**src/rtl/serial_tl_pkg.sv**
```systemverilog
// Shared definitions for the host-side serial_tl endpoint: default word width,
// TX state encoding and a constant-evaluable clog2.
package serial_tl_pkg;

    localparam int DEFAULT_WIDTH = 32;

    localparam logic [0:0] TX_IDLE  = 1'b0;
    localparam logic [0:0] TX_SHIFT = 1'b1;

    function automatic int clog2(input int value);
        int result;
        result = 0;
        for (int i = 0; i < 31; i++) begin
            if ((1 << i) < value) begin
                result = i + 1;
            end
        end
        return result;
    endfunction

endpackage

```
**src/rtl/serial_tl_rx_fifo.sv**
```systemverilog
// Synchronous word FIFO for deserialized RX words; head is a flop read so data
// falls through the cycle after the push. Pops on an empty FIFO are dropped.
module serial_tl_rx_fifo
    import serial_tl_pkg::*;
#(
    parameter int WIDTH = DEFAULT_WIDTH,
    parameter int DEPTH = 2
) (
    input  logic             clock,
    input  logic             reset_n,
    input  logic             push,
    input  logic [WIDTH-1:0] push_data,
    input  logic             pop,
    output logic [WIDTH-1:0] head,
    output logic             full,
    output logic             empty
);

    localparam int PW = clog2(DEPTH);
    localparam int CW = PW + 1;

    logic [WIDTH-1:0] mem [DEPTH];
    logic [PW-1:0]    wr_ptr;
    logic [PW-1:0]    rd_ptr;
    logic [CW-1:0]    count;
    logic             do_push;
    logic             do_pop;

    assign empty   = (count == '0);
    assign full    = (count == CW'(DEPTH));
    assign do_push = push && !full;
    assign do_pop  = pop && !empty;
    assign head    = mem[rd_ptr];

    // DEPTH is a power of two, so the pointers wrap on their own.
    always_ff @(posedge clock or negedge reset_n) begin
        if (!reset_n) begin
            for (int i = 0; i < DEPTH; i++) begin
                mem[i] <= '0;
            end
            wr_ptr <= '0;
            rd_ptr <= '0;
            count  <= '0;
        end else begin
            if (do_push) begin
                mem[wr_ptr] <= push_data;
                wr_ptr      <= wr_ptr + 1'b1;
            end
            if (do_pop) begin
                rd_ptr <= rd_ptr + 1'b1;
            end
            if (do_push && !do_pop) begin
                count <= count + 1'b1;
            end else if (!do_push && do_pop) begin
                count <= count - 1'b1;
            end
        end
    end

endmodule

```
**src/rtl/serial_tl_host.sv**
```systemverilog
// Host-side serial_tl endpoint: serializes host words onto bits_in (LSB first)
// and deserializes bits_out into a small word FIFO, all on the chip's clock.
module serial_tl_host
    import serial_tl_pkg::*;
#(
    parameter int WIDTH    = DEFAULT_WIDTH,
    parameter int RX_DEPTH = 2
) (
    input  logic             clock,
    input  logic             reset_n,
    input  logic             tx_valid,
    output logic             tx_ready,
    input  logic [WIDTH-1:0] tx_data,
    output logic             rx_valid,
    input  logic             rx_ready,
    output logic [WIDTH-1:0] rx_data,
    output logic             serial_tl_bits_in_valid,
    input  logic             serial_tl_bits_in_ready,
    output logic             serial_tl_bits_in_bits,
    input  logic             serial_tl_bits_out_valid,
    output logic             serial_tl_bits_out_ready,
    input  logic             serial_tl_bits_out_bits,
    output logic             tx_busy
);

    localparam int CNT_W = clog2(WIDTH);
    localparam logic [CNT_W-1:0] LAST_BIT = CNT_W'(WIDTH - 1);

    // Every channel here, word or bit, moves one item on a rising edge where
    // valid && ready; a valid source holds its data until that edge.

    logic [0:0]       tx_state;
    logic [WIDTH-1:0] tx_shreg;
    logic [CNT_W-1:0] tx_cnt;

    // TX outputs decode straight from flops so nothing combinational reaches the pins.
    assign tx_ready                = (tx_state == TX_IDLE);
    assign tx_busy                 = (tx_state == TX_SHIFT);
    assign serial_tl_bits_in_valid = (tx_state == TX_SHIFT);
    assign serial_tl_bits_in_bits  = tx_shreg[0];

    always_ff @(posedge clock or negedge reset_n) begin
        if (!reset_n) begin
            tx_state <= TX_IDLE;
            tx_shreg <= '0;
            tx_cnt   <= '0;
        end else begin
            case (tx_state)
                TX_IDLE: begin
                    if (tx_valid) begin
                        tx_shreg <= tx_data;
                        tx_cnt   <= '0;
                        tx_state <= TX_SHIFT;
                    end
                end
                TX_SHIFT: begin
                    if (serial_tl_bits_in_ready) begin
                        tx_shreg <= tx_shreg >> 1;
                        tx_cnt   <= tx_cnt + 1'b1;
                        if (tx_cnt == LAST_BIT) begin
                            tx_state <= TX_IDLE;
                        end
                    end
                end
                default: tx_state <= TX_IDLE;
            endcase
        end
    end

    // Only the upper WIDTH-1 bits need storing; the final bit joins on the push.
    logic [WIDTH-2:0] rx_shreg;
    logic [CNT_W-1:0] rx_cnt;
    logic [WIDTH-1:0] rx_word;
    logic             rx_xfer;
    logic             rx_word_done;
    logic             fifo_full;
    logic             fifo_empty;

    assign serial_tl_bits_out_ready = !fifo_full;
    assign rx_valid                 = !fifo_empty;
    assign rx_xfer                  = serial_tl_bits_out_valid && serial_tl_bits_out_ready;
    assign rx_word                  = {serial_tl_bits_out_bits, rx_shreg};
    assign rx_word_done             = rx_xfer && (rx_cnt == LAST_BIT);

    always_ff @(posedge clock or negedge reset_n) begin
        if (!reset_n) begin
            rx_shreg <= '0;
            rx_cnt   <= '0;
        end else if (rx_xfer) begin
            rx_shreg <= rx_word[WIDTH-1:1];
            rx_cnt   <= rx_cnt + 1'b1;
        end
    end

    serial_tl_rx_fifo #(
        .WIDTH (WIDTH),
        .DEPTH (RX_DEPTH)
    ) u_rx_fifo (
        .clock     (clock),
        .reset_n   (reset_n),
        .push      (rx_word_done),
        .push_data (rx_word),
        .pop       (rx_ready),
        .head      (rx_data),
        .full      (fifo_full),
        .empty     (fifo_empty)
    );

endmodule

```
**config.mk**
```make
export PLATFORM = sky130hd
export DESIGN_NAME = serial_tl_host
export DESIGN_NICKNAME = d
export VERILOG_FILES = /design/src/rtl/serial_tl_pkg.sv /design/src/rtl/serial_tl_rx_fifo.sv /design/src/rtl/serial_tl_host.sv
export SDC_FILE = /design/constraint.sdc
export NUM_CORES = 1
export LEC_CHECK = 0
export BUFFER_PORTS_ARGS = -buffer_cell sky130_fd_sc_hd__buf_4
export CAP_MARGIN = 0
export CORE_MARGIN = 1.5
export CORE_UTILIZATION = 55
export DETAILED_ROUTE_END_ITERATION = 10
export HOLD_SLACK_MARGIN = 0.1
export PLACE_DENSITY = 0.82
export SYNTH_ARGS = -nofsm -noshare
export SYNTH_HDL_FRONTEND = slang
export SYNTH_SLANG_ARGS = --single-unit
```
**constraint.sdc**
```tcl
create_clock -name clock -period 3.6 [get_ports clock]
set_input_delay 0.54 -clock clock [delete_from_list [all_inputs] [get_ports clock]]
set_output_delay 0.54 -clock clock [all_outputs]
set_load 0.005 [all_outputs]
```
==> results.md <==
Routing:
- The final route contains around 3,600 vias.
- The wire length per cell is roughly 17 um.
- Routed signal wires occupy layers up through met4.
- The amount of wire on met2 after detailed routing is around 5500 um.
- The mean number of vias per cell is 5.428.
- The detailed-route wire length is ~11,000 um.
- The met1 routed wirelength after detailed routing is 5004 um.
- The first-pass detailed-route iteration total is 4.
- The number of nets still failing antenna checks after routing is 0.
- The starting DRC count in detailed routing is between 150 and 200.
- The detailed route wirelength on metal3 is around 520 um.
- After detailed routing, the number of remaining DRC violations is 0.

Timing:
- The clock arrives with 6.212 ps of skew.
- The final setup violation count is 0.
- The final-report hold violation count is 0.
- Based on the critical path, the design can be clocked at up to approximately 420 MHz.
- The period utilization is 0.6633.
- The slew at the pin with the worst max-slew slack is 1099 ps.
- The final critical delay including setup and external delays is 2388 ps.
- The max-slew headroom at the worst pin is 0.2672.
- The total count of max-transition violations in the final report was 0.
- Setup repair after global routing left no endpoint under its margin.
- The final total negative setup slack is 0 ps.

Final layout:
- The layout has between 700 and 800 filler cells.
- The area growth from synthesis to layout is 19.20%.
- The final antenna diode count is 0.
- The footprint of the flip-flops and latches is 3555 um2.
- The combined area of the multi-input logic cells is 2530 um2.
- Of the cells placed in the final design, the portion with a size suffix greater than 1 is 0.4714.
- The final standard cell utilization of the core is 0.6803.
- At the end of the flow, the number of nets in the layout was 556.

CTS:
- The clock net in this run drives a total of about 140 sinks.
- The CTS H-tree depth is 4.
- After clock tree synthesis, the clock-pin slew on the worst setup and hold paths is roughly 60 ps.
- In this run, post-CTS hold repair placed 0 buffers.
- The later pin in the worst-skew pair is clocked with a latency of 410 ps.
- The number of cells upsized or downsized after cts is 0.
- The cell at the root of the clock tree is sky130_fd_sc_hd__clkbuf_16.
- The number of buffers added by the clock tree synthesis step is 17.
- The longest clock path from root to sink contains 2 buffers.
- Once the clock tree was built, the setup fixing pass inserted 0 buffers.
- The CTS tree is done.

Worst setup path:
- The endpoint type of the worst setup path is an output pin.
- STA classifies the critical path startpoint as a register.
- The critical path contains buffers and inverters numbering 3 combined.
- The slowest cell on the critical path is sky130_fd_sc_hd__buf_4.
- The cell type group with the largest total delay on the critical path is buffers and inverters.
- The reg-to-reg startpoint is rx_cnt[0].
- The critical path goes through buf_4 > inv_1 > buf_4.
- The maximum fanout encountered on the critical timing path is 36.
- The highest cell delay on the worst timing path is 490 ps.
- The most frequent cell on the critical path is sky130_fd_sc_hd__buf_4.
- The setup path with the least slack is of type reg -> out.
- For flop-to-flop paths, the worst setup slack is 1400 ps.
- The worst reg2reg path depth is 6.
- Data on the critical path arrives at its endpoint at 1850 ps.
- The data required time of the worst path is a little over 3000 ps.
- The worst reg2reg path endpoint is u_rx_fifo.mem[63].

Run:
- Across the run, the number of max-cap violations was 0.

Run status:
- The flow ran to the end, and the final reports show no timing, DRC or antenna violations.

Hold path:
- The class of the worst hold path is in -> async.

Power and ir drop:
- The reported leakage power is 3.866 nW.
- The total power divided by cell area is 723.0 nW/um2.
- Across the VDD grid, the largest voltage drop is 0.4527 mV.
- The total power after layout is 5.402 mW.

Yosys:
- Synthesis handed over a netlist of 440 instances.
- After synthesis the cells add up to 6269 um2.
- The portion of synthesized cell area occupied by the leading cell type is 0.5669.
- The net count of the mapped netlist is 484.
- After synthesis, the cell types taking the most area are sky130_fd_sc_hd__dfrtp_1 57%, sky130_fd_sc_hd__mux2_2 17%, sky130_fd_sc_hd__mux2_4 7.2%.
- Counting flops with a built-in enable in the synthesized netlist gives 0.
- The sequential element share of the synthesized area is 0.5669.
- For this run, the leading register cell type out of synthesis is sky130_fd_sc_hd__dfrtp_1.
- The total of warnings raised by yosys is 0.
- The biggest area contributor in the post-synthesis netlist is sky130_fd_sc_hd__dfrtp_1.
- Of all flip-flops after synthesis, the portion carrying an async set or reset was 1.000.
- By count the netlist is led by 142 x sky130_fd_sc_hd__dfrtp_1, 97 x sky130_fd_sc_hd__mux2_2, 38 x sky130_fd_sc_hd__nand2_1.
- The number of distinct standard cells referenced by the synthesized netlist is 30.
- The synthesized design contains ~140 register bits.
- sky130_fd_sc_hd__dfrtp_1 is the most common cell in the netlist.
- After synthesis, the mean cell area works out to 14.25 um2.

Die:
- The initial utilization of the core area, before any placement, comes to 0.5707.
- The floorplan step defined a die boundary enclosing 12,050 um2.
- In this run the count of I/O pins placed on the die edge is 77.
- The die is 109.8 um wide.
- Row generation in the floorplan step produced 38 rows.
- After floorplanning, the core was sized to cover 10,980 um2.
- The height of the die is 109.8 um.

GRT:
- The number of antenna violations at the first check in global routing is 0.
- The via count of the first global-routing pass was ~3,800.
- Summed over all layers, the global routing overflow is 0.
- The global router's overall resource usage is 0.2043.
- The first global-routing pass estimated 18,520 um of wire.
- Entering global routing, the biggest net connects 125 pins.

Placed design:
- The HPWL after detailed placement is a little under 7000 um.
- Routability-driven placement finished with a final weighted congestion of 0.6973.
- During placement, the flow inserted port buffers numbering 76.
flip-flops by register name, summed over array words and instances (netlist names):
signal	flops
tx_shreg	32
tx_cnt	5
u_rx_fifo.mem	64
u_rx_fifo.wr_ptr	1
u_rx_fifo.rd_ptr	1
rx_cnt	5
serial_tl_bits_in_valid	1
rx_shreg	31
u_rx_fifo.count	2
power breakdown:
group	total, mW	internal (mW)	switching [mW]
Sequential	2.42	2.07	0.355
Clock	1.75	1.11	0.638
Combinational	1.23	0.716	0.514
Total	5.40	3.90	1.51
cell families (layout without fill, tap and decap cells):
group,Yosys count,after routing,synth area share
and+or+nand+nor,52,52,0.03992
buffers and inverters,29,113,0.03114
AOI/OAI and AO/OA,38,38,0.03214
xor gates and xnor gates,11,11,0.01537
DFF,142,142,0.5669
adders and majority gates,5,5,0.009980
muxes,163,163,0.3046
through the flow:
stage | worst slack, ps | hold WS, ps | instances | area (um2)
final | 1212 | 270.7 | 664 | 7472
after global routing | 1120 | 377.6 | 664 | 7472
after CTS | 1212 | 347.5 | 664 | 7472
after detailed placement | 1397 | 457.7 | 633 | 6875
after global placement | 1445 | 458.3 | 633 | 6875
after floorplan | 1758 | 244.4 | 440 | 6269
worst max-delay path by stage:
stage | from | to | slack (ps) | depth (start not counted)
after global placement | rx_cnt[0] | u_rx_fifo.mem[32] | 1440 | 6
after floorplan | rx_cnt[0] | u_rx_fifo.mem[33] | 1760 | 7
after detailed placement | rx_cnt[0] | u_rx_fifo.mem[32] | 1400 | 6
after global routing | serial_tl_bits_in_valid | tx_ready | 1120 | 3
after CTS | serial_tl_bits_in_valid | tx_ready | 1210 | 3
final | serial_tl_bits_in_valid | tx_ready | 1210 | 3
layout by cell type (no fill, tap or decap), drive strengths merged, types with 6 or more instances in the layout:
cell    netlist  layout
buf          21      81
clkbuf        7      19
clkinv        0       7
dfrtp       142     142
mux2        129     129
mux2i        34      34
nand2        39      39
o21ai        32      32
xnor2         6       6
metal layers:
layer,GRT usage,up-vias
met5,0,-
met4,0.1002,0
met3,0.04505,25
met2,0.3345,89
met1,0.2569,1796
li1,-,1694
area by class of cell:
class / instances / area share
Tap cell: 140 / 0.02344
Clock buffer: 19 / 0.06062
Timing Repair Buffer: 81 / 0.08188
Clock inverter: 12 / 0.01926
Inverter: 1 / 0.0005023
Sequential cell: 142 / 0.4757
Multi-Input combinational cell: 269 / 0.3386
No activity file was read; power rests on OpenSTA's default activity.
